===== src/rtl/i2c_xfer_arb.sv =====
// rtl/i2c_xfer_arb.sv - two-requester round-robin arbiter and transaction sequencer for the I2C master
// Optional watchdog: define I2C_ARB_TIMEOUT_EN to enable the TIMEOUT_CYCLES bus-progress timeout.
module i2c_xfer_arb #(
  parameter logic [15:0] TIMEOUT_CYCLES = 16'd50000
) (
  input  logic        HCLK,
  input  logic        HRESETn,
  input  logic [1:0]  req_valid,
  input  logic [13:0] req_addr,
  input  logic [1:0]  req_rw,
  input  logic [15:0] req_len,
  output logic [1:0]  grant,
  input  logic [15:0] wr_data,
  input  logic [1:0]  wr_valid,
  output logic [1:0]  wr_ready,
  output logic [7:0]  rd_data,
  output logic [1:0]  rd_valid,
  output logic [1:0]  done,
  output logic [1:0]  done_status,
  output logic [6:0]  i2c_adr,
  output logic        i2c_wr,
  output logic [7:0]  cnt_set,
  output logic        i2c_start,
  output logic        i2c_stop,
  output logic        tx_en,
  output logic [7:0]  tx_data,
  input  logic        FIFOfull,
  input  logic        sigbyte_finishf,
  input  logic        i2c_rxbf_set,
  input  logic [7:0]  rx_buf,
  input  logic        i2c_nackf_set,
  input  logic        stop_f
);

  typedef enum logic [2:0] {IDLE, GRANT, START, XFER, STOP, WAIT_STOP, DONE} state_t;

  state_t      state;
  logic        last;       // requester granted most recently; the other one wins a tie
  logic        sel;        // requester currently owning the bus
  logic [7:0]  pushed;     // bytes handed to the TX FIFO
  logic [7:0]  count;      // data bytes completed on the bus
  logic        addr_seen;  // address byte already finished
  logic [1:0]  status;
  logic        win;
  logic        push_ok;
  logic        addr_evt;
  logic        byte_evt;
  logic [7:0]  cnt_inc;
  logic        finished;
  logic        tmo;

  assign win      = (req_valid == 2'b11) ? ~last : req_valid[1];
  assign addr_evt = sigbyte_finishf & ~addr_seen;
  assign byte_evt = i2c_wr ? i2c_rxbf_set : (sigbyte_finishf & addr_seen);
  assign cnt_inc  = count + 8'd1;
  assign finished = (cnt_set == 8'd0) ? addr_evt : (byte_evt && (cnt_inc == cnt_set));

`ifdef I2C_ARB_TIMEOUT_EN
  logic [15:0] wd;

  // Watchdog counts cycles without bus progress while a transaction is open
  always_ff @(posedge HCLK or negedge HRESETn) begin
    if (!HRESETn) begin
      wd <= 16'd0;
    end else if (state == IDLE || state == GRANT || sigbyte_finishf || i2c_rxbf_set || stop_f) begin
      wd <= 16'd0;
    end else if (wd != 16'hFFFF) begin
      wd <= wd + 16'd1;
    end
  end

  assign tmo = (wd >= TIMEOUT_CYCLES);
`else
  logic unused_tmo;
  assign unused_tmo = ^TIMEOUT_CYCLES;
  assign tmo        = 1'b0;
`endif

  // Write path: offer bytes to the TX FIFO only while the granted write has room and no NACK
  always_comb begin
    push_ok  = 1'b0;
    wr_ready = 2'b00;
    tx_en    = 1'b0;
    tx_data  = 8'h00;
    if (state == XFER && !i2c_wr && !FIFOfull && !i2c_nackf_set && (pushed < cnt_set)) begin
      push_ok = 1'b1;
    end
    wr_ready = push_ok ? grant : 2'b00;
    tx_en    = push_ok & wr_valid[sel];
    if (tx_en) begin
      tx_data = sel ? wr_data[15:8] : wr_data[7:0];
    end
  end

  // Arbitration and transaction sequencing with registered outputs
  always_ff @(posedge HCLK or negedge HRESETn) begin
    if (!HRESETn) begin
      state       <= IDLE;
      last        <= 1'b1;
      sel         <= 1'b0;
      grant       <= 2'b00;
      pushed      <= 8'd0;
      count       <= 8'd0;
      addr_seen   <= 1'b0;
      status      <= 2'b00;
      rd_data     <= 8'h00;
      rd_valid    <= 2'b00;
      done        <= 2'b00;
      done_status <= 2'b00;
      i2c_adr     <= 7'd0;
      i2c_wr      <= 1'b0;
      cnt_set     <= 8'd0;
      i2c_start   <= 1'b0;
      i2c_stop    <= 1'b0;
    end else begin
      i2c_start <= 1'b0;
      i2c_stop  <= 1'b0;
      done      <= 2'b00;
      rd_valid  <= 2'b00;
      case (state)
        IDLE: begin
          if (|req_valid) begin
            sel     <= win;
            grant   <= win ? 2'b10 : 2'b01;
            i2c_adr <= win ? req_addr[13:7] : req_addr[6:0];
            i2c_wr  <= req_rw[win];
            cnt_set <= win ? req_len[15:8] : req_len[7:0];
            status  <= 2'b00;
            state   <= GRANT;
          end
        end
        GRANT: begin
          i2c_start <= 1'b1;
          pushed    <= 8'd0;
          count     <= 8'd0;
          addr_seen <= 1'b0;
          state     <= START;
        end
        START: begin
          if (tmo) begin
            status   <= 2'b10;
            i2c_stop <= 1'b1;
            state    <= STOP;
          end else begin
            state <= XFER;
          end
        end
        XFER: begin
          if (tx_en) pushed <= pushed + 8'd1;
          if (addr_evt) addr_seen <= 1'b1;
          if (byte_evt) count <= cnt_inc;
          if (i2c_wr && i2c_rxbf_set) begin
            rd_data  <= rx_buf;
            rd_valid <= grant;
          end
          if (i2c_nackf_set) begin
            status   <= 2'b01;
            i2c_stop <= 1'b1;
            state    <= STOP;
          end else if (finished) begin
            i2c_stop <= 1'b1;
            state    <= STOP;
          end else if (tmo) begin
            status   <= 2'b10;
            i2c_stop <= 1'b1;
            state    <= STOP;
          end
        end
        STOP: begin
          state <= WAIT_STOP;
        end
        WAIT_STOP: begin
          if (stop_f) begin
            done        <= grant;
            done_status <= status;
            state       <= DONE;
          end else if (tmo) begin
            done        <= grant;
            done_status <= 2'b10;
            state       <= DONE;
          end
        end
        DONE: begin
          done_status <= 2'b00;
          grant       <= 2'b00;
          last        <= sel;
          state       <= IDLE;
        end
        default: state <= IDLE;
      endcase
    end
  end

endmodule


===== config.mk =====
export PLATFORM = sky130hd
export DESIGN_NAME = i2c_xfer_arb
export DESIGN_NICKNAME = d
export VERILOG_FILES = /design/src/rtl/i2c_xfer_arb.sv
export SDC_FILE = /design/constraint.sdc
export NUM_CORES = 1
export LEC_CHECK = 0
export BUFFER_PORTS_ARGS = -buffer_cell sky130_fd_sc_hd__clkbuf_2
export CORE_MARGIN = 2
export CORE_UTILIZATION = 30
export DETAILED_ROUTE_END_ITERATION = 6
export SYNTH_ARGS = -nofsm -noshare
export SYNTH_HDL_FRONTEND = slang
export SYNTH_SLANG_ARGS = --single-unit
export TNS_END_PERCENT = 50

===== constraint.sdc =====
create_clock -name HCLK -period 6.6 [get_ports HCLK]
set_input_delay 0.66 -clock HCLK [delete_from_list [all_inputs] [get_ports HCLK]]
set_output_delay 0.66 -clock HCLK [all_outputs]
set_load 0.01 [all_outputs]

==> metrics, run 1 <==
Fmax 317 MHz; cell family with most CP delay compound AO/OA/AOI/OAI gates; crit-path max cell delay 0.46 ns; Syn Area/Cell 9.43 µm²; fin worst setup slack 3.45 ns; hold_buf cts 0; Seq cells post-synth 56; first-pass GRT wire length 12600 µm; most numerous cell in the Yosys netlist dfrtp_1; Syn Nets 406; warnings from Yosys 0; Critical Path RT 5.94 ns; Post-synth EDFFs 0; Hold Path Class input port to asynchronous set/reset pin; chip height 106 µm; Post-Route WL 7560 µm; row cnt 37; hold_ws 0.489 ns; Startpoint Class flip-flop; largest net degree at the start of global routing 57; Final ANT Viol Nets 0; Starting Density 0.306; share of the synthesized area in the top cell type 0.442; Worst setup EP type primary output; status complete, no violations; Post-CTS Setup Bufs 0; routed len/inst 13.3 µm; Worst VDD drop 154 µV; Synth Flop Type dfrtp_1; GR peak layer met2; synthesized area 0.00311 mm²; clock latency on the worst-skew pair 0.31 ns; crit path max fanout 24; drt via density 4.85; worst reg-to-reg path cell count 8; asr flop ratio synth 1.00; via count 2757; Diodes inserted 0; Die X-Extent 106 µm; Slew Viols, Final 0; maxcap violations 0; Slew Limit Headroom 0.473; worst r2r src cnt_set[4]$_DFFE_PN0P_; htree depth 2; Setup-failing EPs final 0; crit path cell chain inv_1 > ha_1 > a21o_1 > a211oi_1 > o211ai_1 > a21o_1 > nor2_1 > clkbuf_2; Layout area overhead 24.7%; met2 Use GR 0.218; Fin Setup TNS 0 ns; number of global-route vias before repair 2584; post-synth cell types 49; r2r setup slk 3.94 ns; DRT Pass-1 Iters 4; Boundary Pins 112; Synth area leader dfrtp_1; initial antenna violation count 0; layout cells sized above 1 0.312; Die ar. 0.0112 mm²; IO buf count 110; worst path bufs/invs 2; worst reg2reg path endpoint pushed[5]$_DFFE_PN0P_; cells after synthesis 330; Slowest-stage cell, CP dfrtp_1; Pleak 1.93 nW; HPWL Detailed 5710 µm; initial drt markers 117; final net count 508; CTS tree done; post-synthesis sequential area ratio 0.451; CTS sink count 56; grt met1 use 0.191; Slew @ Worst Pin 0.787 ns; top post-synthesis cells by area dfrtp_1 44%, mux2i_1 8.0%, nor2_1 4.7%; core area 0.0102 mm²; Fin. Hold Viols 0; crit share post-route 0.478; RSZ-0062 raised after global routing false; Commonest cells post-synth 55 x dfrtp_1, 39 x nor2_1, 26 x a21oi_1; cell mode on critical path a21o_1; overall power 1.39 mW; Worst Skew 0.00726 ns; Worst EP arrival 2.49 ns; kind of critical path flip-flop to primary output; dpl ws 3.70 ns; met3 usage 0.0309; Reg area 0.00140 mm²; Fillers 1059; DR DRC count 0; Max clock buf depth 2; PD cells 359 mW/mm²; GRT overflow 0; root buffer cell clkbuf_8; Util after Layout 0.381; TritonCTS buffer count 5; fin crit period 3.15 ns; Final Wtd Congestion 0.820; Post-CTS Resized 0; global-route usage over all layers 0.138; Clock Pin Slew Worst Setup and Hold Paths 0.10 ns; Multi-input gate area 0.00158 mm²
[sequential cells by signal, indices dropped and copies added (netlist names)]
register and count:
i2c_stop 1, state 3, last 1, status 1, done 2, grant 2
i2c_adr 7, count 8, rd_data 8, i2c_wr 1, done_status 1, sel 1
cnt_set 8, addr_seen 1, pushed 8, rd_valid 2, i2c_start 1
[logic make-up (layout without fill, tap and decap cells)]
group / Yosys count / after routing / share of synthesized area
AO/OA/AOI/OAI: 81 / 81 / 0.160
adder cells (fa/ha/maj): 10 / 10 / 0.0394
XOR/XNOR: 11 / 11 / 0.0310
other: 1 / 1 / 0.00121
multiplexers: 35 / 35 / 0.117
buffers and inverters: 35 / 138 / 0.0446
flip-flops: 56 / 56 / 0.451
AND/OR/NAND/NOR: 101 / 101 / 0.156
[layout make-up]
class                           count  share of cell area
Multi-Input combinational cell    239               0.407
Sequential cell                    56               0.361
Timing Repair Buffer              113               0.148
Tap cell                          136              0.0439
Clock buffer                        8              0.0232
Inverter                           17              0.0164
[worst register-to-register path: stages (launching register included)]
cell and delay (ns):
dfrtp_1 0.46, inv_1 0.08, ha_1 0.31, a21o_1 0.18, a211oi_1 0.28, o211ai_1 0.14, a21o_1 0.40, or4_1 0.60
a21oi_1 0.15
[stage by stage]
step                      cell area [µm²]  std cells
final                                3880        569
after global routing                 3880        569
after CTS                            3880        569
after detailed placement             3790        561
after global placement               3790        561
after floorplan                      3110        330
[cells in the final DEF (no fill, tap or decap), types with 2 or more instances in the layout]
| cell | netlist | final |
|---|---|---|
| inv_1 | 17 | 17 |
| and3_1 | 4 | 4 |
| nand4_1 | 2 | 2 |
| nor2_1 | 39 | 39 |
| clkbuf_1 | 13 | 2 |
| o21ai_0 | 20 | 20 |
| o22ai_1 | 2 | 2 |
| nand3_1 | 10 | 10 |
| dfrtp_1 | 55 | 55 |
| or4_1 | 7 | 7 |
| nand2_1 | 20 | 20 |
| and2_1 | 4 | 4 |
| xor2_1 | 6 | 6 |
| o21a_1 | 3 | 3 |
| clkbuf_2 | 0 | 110 |
| ha_1 | 9 | 9 |
| o31ai_1 | 6 | 6 |
| nor2b_1 | 2 | 2 |
| nand2b_1 | 4 | 4 |
| mux2i_1 | 25 | 25 |
| a31oi_1 | 3 | 3 |
| o41ai_1 | 2 | 2 |
| or2_2 | 2 | 2 |
| buf_4 | 1 | 3 |
| a21o_1 | 4 | 4 |
| a21oi_1 | 26 | 26 |
| o211ai_1 | 3 | 3 |
| clkbuf_8 | 0 | 6 |
| mux2_2 | 10 | 10 |
| and4_1 | 2 | 2 |
| xnor2_1 | 5 | 5 |
| a22o_1 | 2 | 2 |
[metal layers]
layer / up-vias / wire, µm
met5: - / 0
met4: 0 / 50
li1: 1366 / -
met3: 4 / 495
met2: 102 / 3420
met1: 1285 / 3590
[worst max path at each step]
stage                            from    endpoint  slack (ns)  depth (start not counted)
2_1_floorplan  cnt_set[4]$_DFFE_PN0P_  tx_data[0]        3.79                          9
3_3_place_gp                 FIFOfull  tx_data[5]        3.71                          7
3_5_place_dp                 FIFOfull  tx_data[3]        3.70                          7
4_1_cts        cnt_set[4]$_DFFE_PN0P_  tx_data[3]        3.41                          8
5_1_grt        cnt_set[4]$_DFFE_PN0P_  tx_data[3]        3.18                          8
6_report       cnt_set[4]$_DFFE_PN0P_  tx_data[1]        3.45                          8
[report_power, final]
| group | switching [mW] | internal (mW) | total (mW) |
|---|---|---|---|
| combinational | 0.307 | 0.269 | 0.576 |
| clock | 0.108 | 0.0860 | 0.194 |
| sequential | 0.159 | 0.463 | 0.622 |
| total | 0.574 | 0.819 | 1.39 |
Power figures use the tool's default switching activity.
==> run 2: changes to the inputs <==
==> constraint.sdc (replaced) <==
create_clock -name HCLK -period 2.58 [get_ports HCLK]
set_input_delay 0.258 -clock HCLK [delete_from_list [all_inputs] [get_ports HCLK]]
set_output_delay 0.258 -clock HCLK [all_outputs]
set_load 0.01 [all_outputs]
==> run 2 against run 1 <==
The flow now finishes with violations (negative hold slack). First-iteration DRC count unchanged. Count of clock-buffer cells in the layout down 2. Non-clock buffer count up 13. Sequential cell count unchanged. Critical path type unchanged.
==> metrics, run 2 (synthesis gave the netlist of run 1 again) <==
TritonCTS buffer count 5 (unchanged); Starting Density 0.306 (unchanged); DR DRC count 0 (unchanged); htree depth 2 (unchanged); Fmax 411 MHz; Startpoint Class flip-flop (unchanged); Diodes inserted 0 (unchanged); r2r setup slk 0.22 ns (was 3.94 ns); largest net degree at the start of global routing 33 (was 57); Hold Path Class input port to asynchronous set/reset pin (unchanged); Reg area 0.00140 mm² (unchanged); placed cell areas 0.00388 mm² (was 0.00379 mm²); Critical Path RT 2.32 ns (was 5.94 ns); Multi-input gate area 0.00159 mm² (was 0.00158 mm²); worst reg-to-reg path cell count 7 (was 8); Fin. Hold Viols 6 (was 0); Clock Pin Slew Worst Setup and Hold Paths 0.10 ns (about the same); Slew Viols, Final 0 (unchanged); fin crit period 2.43 ns; layout cells sized above 1 0.339 (was 0.312); initial drt markers 117 (unchanged); crit path max fanout 12 (was 24); Setup-failing EPs final 0 (unchanged); Slew @ Worst Pin 0.714 ns (was 0.787 ns); initial antenna violation count 0 (unchanged); global-route usage over all layers 0.142 (was 0.138); Post-Route WL 7790 µm (was 7560 µm); clock latency on the worst-skew pair 0.30 ns (was 0.31 ns); Pleak 2.01 nW (was 1.93 nW); drt via density 4.90 (was 4.85); RSZ-0062 raised after global routing false (unchanged); Boundary Pins 112 (unchanged); worst r2r src count[0]$_DFFE_PN0P_ (was cnt_set[4]$_DFFE_PN0P_); HPWL Detailed 6090 µm (was 5710 µm); CTS sink count 56 (unchanged); Worst setup EP type primary output (unchanged); failing checks negative hold slack; hold_ws -0.0152 ns (was 0.489 ns); root buffer cell clkbuf_8 (unchanged); Slew Limit Headroom 0.524 (was 0.473); row cnt 37 (unchanged); status complete, but fails checks (was complete, no violations); IO buf count 110 (unchanged); Final Cell Area 0.00403 mm² (was 0.00388 mm²); chip height 106 µm (unchanged); Final ANT Viol Nets 0 (unchanged); crit share post-route 0.943; Final Wtd Congestion 0.841 (was 0.820); final net count 521 (was 508); worst reg2reg path endpoint state[0]$_DFFE_PN0P_ (was pushed[5]$_DFFE_PN0P_); kind of critical path flip-flop to primary output (unchanged); Die X-Extent 106 µm (unchanged); Die ar. 0.0112 mm² (unchanged); Max clock buf depth 2 (unchanged); commonest non-fill, non-tap cells in the layout 110 x clkbuf_2, 55 x dfrtp_1, 39 x nor2_1, 26 x a21oi_1, 25 x mux2i_1 (unchanged); DRT Pass-1 Iters 4 (unchanged); maxcap violations 0 (unchanged); CTS tree done (unchanged); Layout area overhead 29.4% (was 24.7%); Worst EP arrival 2.17 ns (was 2.49 ns); first-pass GRT wire length 13000 µm (was 12600 µm); via count 2854 (was 2757); routed len/inst 13.4 µm (was 13.3 µm); number of global-route vias before repair 2790 (was 2584); leading cell type in the layout, fill and taps excluded clkbuf_2 (unchanged); core area 0.0102 mm² (unchanged); hold_buf cts 0 (unchanged); Fin Setup TNS 0 ns (unchanged); PD cells 934 mW/mm² (was 359 mW/mm²); Worst Skew 0.00653 ns (was 0.00726 ns); Worst VDD drop 396 µV (was 154 µV); Fillers 1058 (was 1059); GRT overflow 0 (unchanged)
run 2: final cells by class:
cell class	instances	share of cell area
tap	136	0.0422
timing repair buffer	126	0.173
inverter	17	0.0158
clock inverter	2	0.00870
sequential	56	0.348
clock buffer	6	0.0180
multi-input combinational	239	0.394
run 2: how the worst max path moves through the flow:
stage / start / to / slack [ns] / depth (start not counted)
CTS: pushed[4]$_DFFE_PN0P_ / tx_data[5] / 0.07 / 8
global route: count[0]$_DFFE_PN0P_ / state[0]$_DFFE_PN0P_ / 0.006 / 7
floorplan: cnt_set[4]$_DFFE_PN0P_ / tx_data[0] / 0.17 / 9
global placement: pushed[4]$_DFFE_PN0P_ / pushed[6]$_DFFE_PN0P_ / 0.25 / 7
finish: i2c_wr$_DFFE_PN0P_ / tx_data[5] / 0.15 / 7
detailed placement: pushed[4]$_DFFE_PN0P_ / pushed[6]$_DFFE_PN0P_ / 0.17 / 7
run 2: timing repair:
item | 4_1_cts | 5_1_grt
endpoints found under the setup margin | 1 | 12
gates cloned | 0 | 0
resized for setup | 1 | 2
setup buffers | 2 | 1
pin swaps | 0 | 1
run 2: where the power goes:
group	internal [mW]	total, mW	switching, mW	leakage, nW
clock network	0.289	0.568	0.279	0.0552
registers	1.19	1.44	0.249	0.694
logic	0.780	1.76	0.976	1.26
total	2.26	3.76	1.50	2.01
run 2: stage by stage:
| step | hold WS [ns] | total power, mW | utilization | instances | setup slack, ns |
|---|---|---|---|---|---|
| after floorplan | -0.0376 | 2.51 | - | 330 | 0.168 |
| after global placement | 0.361 | 3.16 | 0.381 | 571 | 0.254 |
| after detailed placement | 0.364 | 3.21 | 0.381 | 571 | 0.172 |
| after CTS | 0.0189 | 3.81 | 0.394 | 581 | 0.0674 |
| after global routing | 0.0395 | 4.10 | 0.395 | 582 | 0.00646 |
| final | -0.0152 | 3.76 | 0.395 | 582 | 0.148 |
run 2: routing by layer:
layer  global-route usage  vias to the layer above  wire (µm)
li1                     -                     1394          -
met1                0.186                     1346       3670
met2                0.243                      108       3500
met3               0.0303                        6        538
met4               0.0273                        0         76
met5                    0                        -          0
run 2: critical path: stages, from the launching register on:
cell      delay [ns]
dfrtp_1         0.45
or4_1           0.53
nor2_1          0.15
o211ai_1        0.11
a21o_2          0.24
buf_12          0.15
nor2_1          0.11
clkbuf_2        0.14
